## src/rtl/multi_timer_if.sv

```systemverilog
// Peripheral bus between a host and multi_timer: one access per clk while cs is high.
// Read data on DO is registered inside the timer block.
interface multi_timer_if #(
  parameter int AW = 5
);
  logic [AW-1:0] AD;
  logic [7:0]    DI;
  logic [7:0]    DO;
  logic          rw;
  logic          cs;

  modport master (output AD, DI, rw, cs, input DO);
  modport slave  (input AD, DI, rw, cs, output DO);
endinterface

```

## src/rtl/multi_timer.sv

```systemverilog
// NCH independent WIDTH-bit tick-driven timers with one-shot mode, W1C interrupt flags,
// snapshot-based coherent multi-byte reads and a shared pending bitmap.
module multi_timer #(
  parameter int NCH   = 4,
  parameter int WIDTH = 24,
  parameter int AW    = (3 + $clog2(NCH) < 4) ? 4 : 3 + $clog2(NCH)
) (
  input  logic         clk,
  input  logic         rst,
  multi_timer_if.slave bus,
  input  logic         tick,
  output logic         irq
);
  localparam int CHW = AW - 3;
  localparam int NB  = WIDTH / 8;

  logic [WIDTH-1:0] cnt    [NCH];
  logic [WIDTH-1:0] reload [NCH];
  logic [WIDTH-1:0] shadow [NCH];
  logic [NCH-1:0]   flag, ien, mode, run;

  logic [CHW-1:0]   ch_sel;
  logic [2:0]       reg_sel;
  logic             ch_ok, rd_en, wr_en;
  logic [NCH-1:0]   ctrl_wr, snap, hit;
  logic [WIDTH-1:0] sel_live, sel_shadow;
  logic [7:0]       sel_ctrl, pend, rdata;

  assign ch_sel  = bus.AD[AW-1:3];
  assign reg_sel = bus.AD[2:0];
  assign ch_ok   = (int'(ch_sel) < NCH);
  assign rd_en   = bus.cs & bus.rw & ch_ok;
  assign wr_en   = bus.cs & ~bus.rw & ch_ok;

  // Only registered state feeds irq, so bus inputs cannot glitch it.
  assign irq = |(flag & ien);

  always_comb begin
    // NOTE: every always_comb output gets a default first so no path leaves it unassigned (no latch).
    pend       = '0;
    pend[NCH-1:0] = flag;
    sel_live   = '0;
    sel_shadow = '0;
    sel_ctrl   = '0;
    ctrl_wr    = '0;
    snap       = '0;
    hit        = '0;
    for (int c = 0; c < NCH; c++) begin
      ctrl_wr[c] = wr_en && (ch_sel == CHW'(c)) && (reg_sel == 3'd0);
      snap[c]    = rd_en && (ch_sel == CHW'(c)) && (reg_sel == 3'd2);
      hit[c]     = run[c] && tick && (cnt[c] >= reload[c]);
      if (ch_sel == CHW'(c)) begin
        sel_live   = run[c] ? cnt[c] : reload[c];
        sel_shadow = shadow[c];
        sel_ctrl   = {flag[c], ien[c], 4'b0000, mode[c], run[c]};
      end
    end
  end

  always_comb begin
    rdata = '0;
    if (ch_ok) begin
      case (reg_sel)
        3'd0:              rdata = sel_ctrl;
        3'd2:              rdata = sel_live[7:0];
        3'd3, 3'd4, 3'd5: begin
          for (int b = 1; b < NB; b++)
            if (reg_sel == 3'(b + 2)) rdata = sel_shadow[8*b +: 8];
        end
        3'd6:              rdata = pend;
        default:           rdata = '0;
      endcase
    end
  end

  always_ff @(posedge clk) begin
    if (!rst) begin
      // NOTE: the per-channel arrays are plain flops, not RAM, so every entry is reset explicitly.
      for (int c = 0; c < NCH; c++) begin
        cnt[c]    <= '0;
        reload[c] <= '0;
        shadow[c] <= '0;
      end
      flag   <= '0;
      ien    <= '0;
      mode   <= '0;
      run    <= '0;
      bus.DO <= '0;
    end else begin
      // NOTE: non-blocking assignments throughout; later assignments below deliberately override earlier ones.
      if (bus.cs && bus.rw) bus.DO <= rdata;
      for (int c = 0; c < NCH; c++) begin
        if (snap[c]) shadow[c] <= run[c] ? cnt[c] : reload[c];
        for (int b = 0; b < NB; b++)
          if (wr_en && (ch_sel == CHW'(c)) && (reg_sel == 3'(b + 2)))
            reload[c][8*b +: 8] <= bus.DI;

        if (run[c] && tick) cnt[c] <= hit[c] ? '0 : cnt[c] + WIDTH'(1);
        if (hit[c] && mode[c]) run[c] <= 1'b0;

        // A CTRL write lands after the counting update so it wins over a one-shot auto-stop.
        if (ctrl_wr[c]) begin
          ien[c]  <= bus.DI[6];
          mode[c] <= bus.DI[1];
          run[c]  <= bus.DI[0];
          if (bus.DI[0] && !run[c]) cnt[c] <= '0;
        end

        if (hit[c])                         flag[c] <= 1'b1;
        else if (ctrl_wr[c] && bus.DI[7])   flag[c] <= 1'b0;
      end
    end
  end
endmodule

```

## src/flat_wrapper.sv

```systemverilog
// flat-port wrapper written by rule: the top's interface ports become plain ports
module multi_timer_flat 
#(
  parameter int NCH   = 4,
  parameter int WIDTH = 24,
  parameter int AW    = (3 + $clog2(NCH) < 4) ? 4 : 3 + $clog2(NCH)
)
  (clk, rst, tick, irq, bus_AD, bus_DI, bus_rw, bus_cs, bus_DO);
  multi_timer_if #(.AW(AW)) bus_i ();
  input  logic clk;
  input  logic rst;
  input  logic tick;
  output logic irq;
  input wire logic [$bits(bus_i.AD)-1:0] bus_AD;
  input wire logic [$bits(bus_i.DI)-1:0] bus_DI;
  input wire logic [$bits(bus_i.rw)-1:0] bus_rw;
  input wire logic [$bits(bus_i.cs)-1:0] bus_cs;
  output wire logic [$bits(bus_i.DO)-1:0] bus_DO;
  assign bus_i.AD = bus_AD;
  assign bus_i.DI = bus_DI;
  assign bus_i.rw = bus_rw;
  assign bus_i.cs = bus_cs;
  assign bus_DO = bus_i.DO;
  multi_timer #(.NCH(NCH), .WIDTH(WIDTH), .AW(AW)) u_core (.clk(clk), .rst(rst), .bus(bus_i), .tick(tick), .irq(irq));
endmodule
```

## config.mk

```make
export PLATFORM = sky130hd
export DESIGN_NAME = multi_timer_flat
export DESIGN_NICKNAME = d
export VERILOG_FILES = /design/src/rtl/multi_timer_if.sv /design/src/rtl/multi_timer.sv /design/src/flat_wrapper.sv
export SDC_FILE = /design/constraint.sdc
export NUM_CORES = 1
export LEC_CHECK = 0
export CORE_MARGIN = 2
export CORE_UTILIZATION = 27
export CTS_BUF_LIST = sky130_fd_sc_hd__clkbuf_16
export DETAILED_ROUTE_END_ITERATION = 6
export GPL_TIMING_DRIVEN = 1
export PLACE_DENSITY = 0.41
export SLEW_MARGIN = 5
export SYNTH_ARGS = -nofsm -noshare
export SYNTH_HDL_FRONTEND = slang
export SYNTH_SLANG_ARGS = --single-unit
```

## constraint.sdc

```tcl
create_clock -name clk -period 3.9 [get_ports clk]
set_input_delay 0.585 -clock clk [delete_from_list [all_inputs] [get_ports clk]]
set_output_delay 0.585 -clock clk [all_outputs]
set_load 0.005 [all_outputs]
```

==> metrics.txt, run 1 <==
drc violations=0; Post-CTS Setup Bufs=0; CP most frequent cell=nand4_1; Reg-to-Reg End=u_core.cnt[2][17]; Worst path slowest cell=nor4_1; Pleak=6.86 nW; Worst-Margin Slew=1.10 ns; post-synth top area share=roughly 47%; Pwr Total=between 7 and 8 mW; crit path time final=between 2 and 3 ns; Worst VDD drop=0.269 mV; final hold viol count=0; DRT Pass-1 Iters=6; Final TNS setup=0 ns; Gate Count Post-Synth=approximately 1,500; DIE WIDTH=250 um; Cell variety after synth=60; gr usage total=16.3%; Core Rows=90; Max Slew Vio Count=0; period utilization=around three quarters; die footprint=0.0624 mm2; post-synth design cell area=about 0.016 mm2; Synth-to-Final Area Change=15.6%; Worst R2R Path Depth=7; worst skew pair latency=0.55 ns; Yosys warning count=0; worst rel slew slack=26.6%; Remaining Overflow, GRT=0; Worst path max stage delay=0.67 ns; share of cells above drive strength 1=under 10%; vias in the first global route=11,353; Pwr Density=404 mW/mm2; clock tree from TritonCTS=built; fmax=between 0.3 and 0.4 GHz; Worst Setup SP=u_core.cnt[2][22]; IO buf count=26; drt via density=slightly below 5; Critical path buffers and inverters=1; unrepaired setup endpoints after global routing=false; via count=11,455; dpl hpwl=36.5 mm; first-pass GRT wire length=between 70 and 80 mm; maxcap violations=0; Synth area leaders=edfxtp_1, ha_1, mux2i_1; endpoints failing setup=0; CTS Hold Buffers Added=0; critical path's top delay family=simple AND/OR/NAND/NOR gates; Async SR Flop Fraction=0%; Placement Setup Slack=~0.64 ns; status=complete, no violations; Clock Pin Slew Worst Setup and Hold Paths=0.06 ns; largest net degree at the start of global routing=32; Antenna Nets Post-Route=0; register area share after synthesis=50.1%; Critical Path AT=3.24 ns; core area=around 0.06 mm2; drt total wl=50.5 mm; CTS Buf Count=37; cts repair resizes=0; critical path class=register to register; reg-to-reg setup timing slack=0.94 ns; Fin Clk Skew=about 0.021 ns; Die H=250 um; initial antenna violation count=8; synthesis-stage register bit count=280; initial DRC count=806; final setup margin=0.945 ns; Critical Path Start Type=register; Nets=about 1,700; crit end category=register; Avg Cell Area, Syn=10.8 um2; area leader, netlist=edfxtp_1; Root Driver=clkbuf_16; routability congestion estimate=0.921; placed inst area=0.0176 mm2; number of cells on the critical path=7; H-Tree Depth=2; end point of the critical path=u_core.cnt[2][17]; DR WL/cell=approximately 21 um; Syn Nets=1,621; Critical Path RT=between 4 and 5 ns; Post-synth top cells=edfxtp_1, nor2_1, inv_1, and2_1, ha_1; Final Cell Area=0.0188 mm2; CTS sink cnt=280; clock buffer depth=3; r2r startpoint=u_core.cnt[2][22]; Synth Flop Type=edfxtp_1; most numerous cell in the Yosys netlist=edfxtp_1; EDFF count, synth=about 260; crit-path max FO=24; Starting Density=between 20% and 30%; cell chain of the critical path=ha_1 -> nand4_1 -> nor4_1 -> o2111ai_1 -> nand4_1 -> buf_4 -> nor2_1; io pins=27; Fillers=6,149; type of the tightest min-delay check=register to register
==> worst min path at each step <==
stage	start	cells after the start	end	slack, ns
2_1_floorplan	u_core.bus.DO[5]	2	u_core.bus.DO[5]	0.44
3_5_place_dp	u_core.bus.DO[5]	2	u_core.bus.DO[5]	0.45
5_1_grt	u_core.bus.DO[5]	2	u_core.bus.DO[5]	0.49
6_report	u_core.bus.DO[5]	2	u_core.bus.DO[5]	0.45
3_3_place_gp	u_core.bus.DO[5]	2	u_core.bus.DO[5]	0.45
4_1_cts	u_core.bus.DO[5]	2	u_core.bus.DO[5]	0.46
==> registers in the layout, summed over array words and instances (netlist names) <==
| signal | count |
|---|---|
| u_core.cnt | 96 |
| u_core.reload | 96 |
| u_core.shadow | 64 |
| u_core.bus.DO | 8 |
| u_core.flag | 4 |
| u_core.ien | 4 |
| u_core.mode | 4 |
| u_core.run | 4 |
==> cell type report <==
class / count / area (um2) / share of cell area, %
Sequential cell: 280 / 8170 / 43.3
Multi-Input combinational cell: 1047 / 7440 / 39.5
Tap cell: 782 / 978 / 5.19
Clock buffer: 37 / 926 / 4.91
Timing Repair Buffer: 73 / 603 / 3.20
Inverter: 113 / 424 / 2.25
Clock inverter: 30 / 300 / 1.59
Antenna cell: 3 / 7.51 / 0.0398
==> logic make-up (layout without fill, tap and decap cells) <==
family / Yosys count / count (layout) / share of synthesized area [%]
AOI/OAI and AO/OA: 172 / 172 / 6.68
DFF: 280 / 280 / 50.1
and+or+nand+nor: 566 / 566 / 17.3
muxes: 121 / 121 / 9.23
adders and majority gates: 100 / 100 / 7.67
xor gates and xnor gates: 88 / 88 / 4.73
buffers and inverters: 176 / 253 / 4.33
other: 0 / 3 / 0
==> layout by cell type (no fill, tap or decap), drive strengths merged, types with 6 or more instances in the layout <==
| cell type | count |
|---|---|
| a211oi | 6 |
| a21oi | 51 |
| a22o | 7 |
| a22oi | 9 |
| and2 | 100 |
| and3 | 13 |
| and4 | 12 |
| buf | 49 |
| bufinv | 6 |
| clkbuf | 37 |
| clkdlybuf4s50 | 24 |
| clkinv | 18 |
| dfxtp | 24 |
| edfxtp | 256 |
| ha | 100 |
| inv | 118 |
| mux2i | 93 |
| mux4 | 23 |
| nand2 | 94 |
| nand2b | 7 |
| nand3 | 53 |
| nand4 | 35 |
| nor2 | 207 |
| nor3 | 12 |
| nor3b | 6 |
| nor4 | 9 |
| o2111ai | 8 |
| o211ai | 13 |
| o21ai | 52 |
| o221ai | 6 |
| xnor2 | 28 |
| xor2 | 60 |
==> through the flow <==
stage	util, %	hold WS (ns)	instances
floorplan	-	0.439	1503
global placement	29.3	0.448	2295
detailed placement	29.3	0.447	2295
CTS	31.4	0.456	2362
global route	31.4	0.486	2363
finish	31.4	0.449	2365
==> worst register-to-register path: cells and delay by family, from the launching register on <==
family          cells  cell delay (ns)
simple gates        4             1.15
compound gates      1             0.39
buf+inv             1             0.30
fa+ha+maj           1             0.37
flops               1             0.48
==> per-layer routing <==
metal | track usage, % | vias up | share of wire [%]
met5 | 1.24 | - | 0.044
met4 | 4.58 | 4 | 2.4
met3 | 4.41 | 70 | 6.8
met2 | 24.5 | 279 | 44
met1 | 22.7 | 5573 | 47
li1 | - | 5529 | -
==> power by group <==
group | internal [mW] | switching (mW) | leakage (nW)
Combinational | 0.223 | 0.377 | 3.46
Sequential | 3.39 | 0.122 | 2.79
Clock | 2.13 | 1.38 | 0.618
Power figures use the tool's default switching activity.
==> inputs of run 2 (changes only) <==
==> constraint.sdc (replaced) <==
create_clock -name clk -period 2.9 [get_ports clk]
set_input_delay 0.435 -clock clk [delete_from_list [all_inputs] [get_ports clk]]
set_output_delay 0.435 -clock clk [all_outputs]
set_load 0.005 [all_outputs]
==> run 2 against run 1 <==
Utilization is 0.85 points higher. Largest cell class unchanged. Clock skew is 0.0031 ns lower. Highest routed layer unchanged. Non-clock buffer count is 64 higher. Sequential cell count stayed put. Die area stayed put. First-iteration DRC count is 23% higher. Wire length is 2.2% higher. Critical path depth is 1 higher. Register-to-register slack worse by 0.54 ns. Count of clock-buffer cells in the layout stayed put.
==> metrics.txt, run 2 (same netlist as run 1, synthesis figures left out) <==
Power Internal=7.31 mW (was 5.74 mW); Critical Path RT=3.20 ns (was 4.18 ns); first-pass GRT wire length=76.4 mm (was 75.4 mm); critical path class=register to register (unchanged); crit-path max FO=24 (unchanged); utilization after layout=32.2% (was 31.4%); fmax=0.400 GHz (was 0.338 GHz); unrepaired setup endpoints after global routing=false (unchanged); Remaining Overflow, GRT=0 (unchanged); Reg-to-Reg End=u_core.cnt[3][20] (was u_core.cnt[2][17]); clock share of power=43.1% (was 46.0%); sw frac=25.6% (was 24.6%); vias in the first global route=11,626 (was 11,353); drt via density=4.84 (about the same); Psw=2.52 mW (was 1.88 mW); Antenna Nets Post-Route=0 (unchanged); CTS Buf Count=36 (was 37); clock tree from TritonCTS=built (unchanged); status=complete, no violations (unchanged); Hold Crit Start=u_core.bus.DO[5] (unchanged); cell chain of the critical path=ha_1 -> nand4_1 -> nor4_1 -> buf_4 -> nand3_1 -> o211ai_2 -> buf_12 -> nor2_1 (was ha_1 -> nand4_1 -> nor4_1 -> o2111ai_1 -> nand4_1 -> buf_4 -> nor2_1); via count=11,737 (was 11,455); Critical path buffers and inverters=2 (was 1); Post-CTS Setup Bufs=0 (unchanged); Gate power share=9.1% (was 7.9%); Pwr Density=508 mW/mm2 (was 404 mW/mm2); CTS sink cnt=280 (unchanged); Starting Density=27.2% (unchanged); crit path time final=2.50 ns (was 2.96 ns); worst rel slew slack=52.7% (was 26.6%); WHS Endpoint=u_core.bus.DO[5] (unchanged); Worst path max stage delay=0.48 ns (was 0.67 ns); CTS Hold Buffers Added=0 (unchanged); IO buf count=26 (unchanged); endpoints failing setup=0 (unchanged); initial antenna violation count=8 (unchanged); sequential share of power=47.8% (was 46.1%); Critical Path AT=2.80 ns (was 3.24 ns); Die H=250 um (unchanged); io pins=27 (unchanged); initial DRC count=995 (was 806); Synth-to-Final Area Change=18.7% (was 15.6%); Worst-Margin Slew=0.703 ns (was 1.10 ns); Worst path slowest cell=edfxtp_1 (was nor4_1); hold path depth=2 (unchanged); Fin Clk Skew=0.0180 ns (was 0.0211 ns); Core Rows=90 (unchanged); Root Driver=clkbuf_16 (unchanged); commonest cells after routing, fill and taps aside=edfxtp_1, nor2_1, inv_1 (unchanged); M1 WL=23.9 mm (was 23.7 mm); most common cell after layout, fill and taps aside=edfxtp_1 (unchanged); Pleak=7.21 nW (was 6.86 nW); Clock Pin Slew Worst Setup and Hold Paths=0.06 ns (about the same); DIE WIDTH=250 um (unchanged); Fillers=6,131 (was 6,149); cts repair resizes=0 (unchanged); Max Slew Vio Count=0 (unchanged); Met2 Routed Length=23.0 mm (was 22.2 mm); Worst R2R Path Depth=8 (was 7); Critical Path Start Type=register (unchanged); largest net degree at the start of global routing=25 (was 32); gr usage total=16.5% (was 16.3%); worst skew pair latency=0.56 ns (was 0.55 ns); drc violations=0 (unchanged); die footprint=0.0624 mm2 (unchanged); DRT Pass-1 Iters=5 (was 6); share of cells above drive strength 1=12.8% (was 9.30%); Worst VDD drop=0.335 mV (was 0.269 mV); DR WL/cell=21.3 um (was 21.4 um); met3 wire len=3.54 mm (was 3.44 mm); Largest regs=u_core.cnt x96, u_core.reload x96, u_core.shadow x64 (unchanged); dpl hpwl=38.0 mm (was 36.5 mm); final hold viol count=0 (unchanged); clock buffer depth=3 (unchanged); r2r startpoint=u_core.cnt[3][22] (was u_core.cnt[2][22]); type of the tightest min-delay check=register to register (unchanged); maxcap violations=0 (unchanged); Nets=1,733 (was 1,670); top layer in use=met5 (unchanged); core area=0.0600 mm2 (unchanged); reg-to-reg setup timing slack=0.40 ns (was 0.94 ns); period utilization=86.2% (was 75.8%); routability congestion estimate=0.888 (was 0.921); crit end category=register (unchanged); H-Tree Depth=2 (unchanged); Pwr Total=9.83 mW (was 7.61 mW); Non-Filler Instances=2,427 (was 2,365); critical path's top delay family=simple AND/OR/NAND/NOR gates (unchanged); drt total wl=51.6 mm (was 50.5 mm); Placed Cells=2,359 (was 2,295)
-- run 2: how the worst max path moves through the flow --
| stage | from | slack [ns] | cells after the start | to |
|---|---|---|---|---|
| after floorplan | bus_AD[4] | -0.13 | 7 | u_core.cnt[1][0] |
| after global placement | bus_AD[0] | 0.1 | 6 | u_core.reload[2][2] |
| after detailed placement | bus_AD[0] | 0.06 | 6 | u_core.shadow[0][36] |
| after CTS | u_core.cnt[3][19] | 0.39 | 8 | u_core.cnt[3][3] |
| after global routing | u_core.cnt[3][22] | 0.26 | 8 | u_core.cnt[3][2] |
| final | u_core.cnt[3][22] | 0.40 | 8 | u_core.cnt[3][20] |
-- run 2: layout make-up --
type / count / area [um2] / share of cell area, %
clock buffers: 37 / 926 / 4.78
diodes: 3 / 7.51 / 0.0388
clock inverters: 28 / 165 / 0.853
well taps: 782 / 978 / 5.06
flip-flops and latches: 280 / 8170 / 42.2
inverters: 113 / 424 / 2.19
multi-input cells: 1047 / 7480 / 38.6
repair buffers: 137 / 1210 / 6.24
-- run 2: through the flow --
step | TNS, ns | instance area, um2 | hold WS (ns) | worst slack [ns]
after CTS | 0 | 19300 | 0.491 | 0.387
after floorplan | -7.44 | 16400 | 0.439 | -0.134
after detailed placement | 0 | 18300 | 0.475 | 0.0582
after global routing | 0 | 19300 | 0.515 | 0.259
after global placement | 0 | 18300 | 0.481 | 0.0977
final | 0 | 19400 | 0.491 | 0.402
-- run 2: worst register-to-register path, cell delays in order, from the launching register on --
cell and delay, ns:
edfxtp_1 0.48, ha_1 0.38, nand4_1 0.12, nor4_1 0.46, buf_4 0.20, nand3_1 0.12
o211ai_2 0.22, buf_12 0.20, nor2_1 0.08
-- run 2: power by group through the flow --
stage | sequential, mW | combinational (mW) | clock (mW)
final | 4.70 | 0.893 | 4.24
after CTS | 4.70 | 0.903 | 4.36
after global routing | 4.72 | 0.984 | 4.51
after global placement | 4.78 | 0.894 | 0
after floorplan | 4.72 | 0.514 | 0
after detailed placement | 4.78 | 0.898 | 0
-- run 2: layer usage --
layer  global-route usage [%]  vias up
li1                         -     5639
met1                     22.8     5727
met2                     25.9      301
met3                     3.69       68
met4                     4.66        2
met5                        0        -
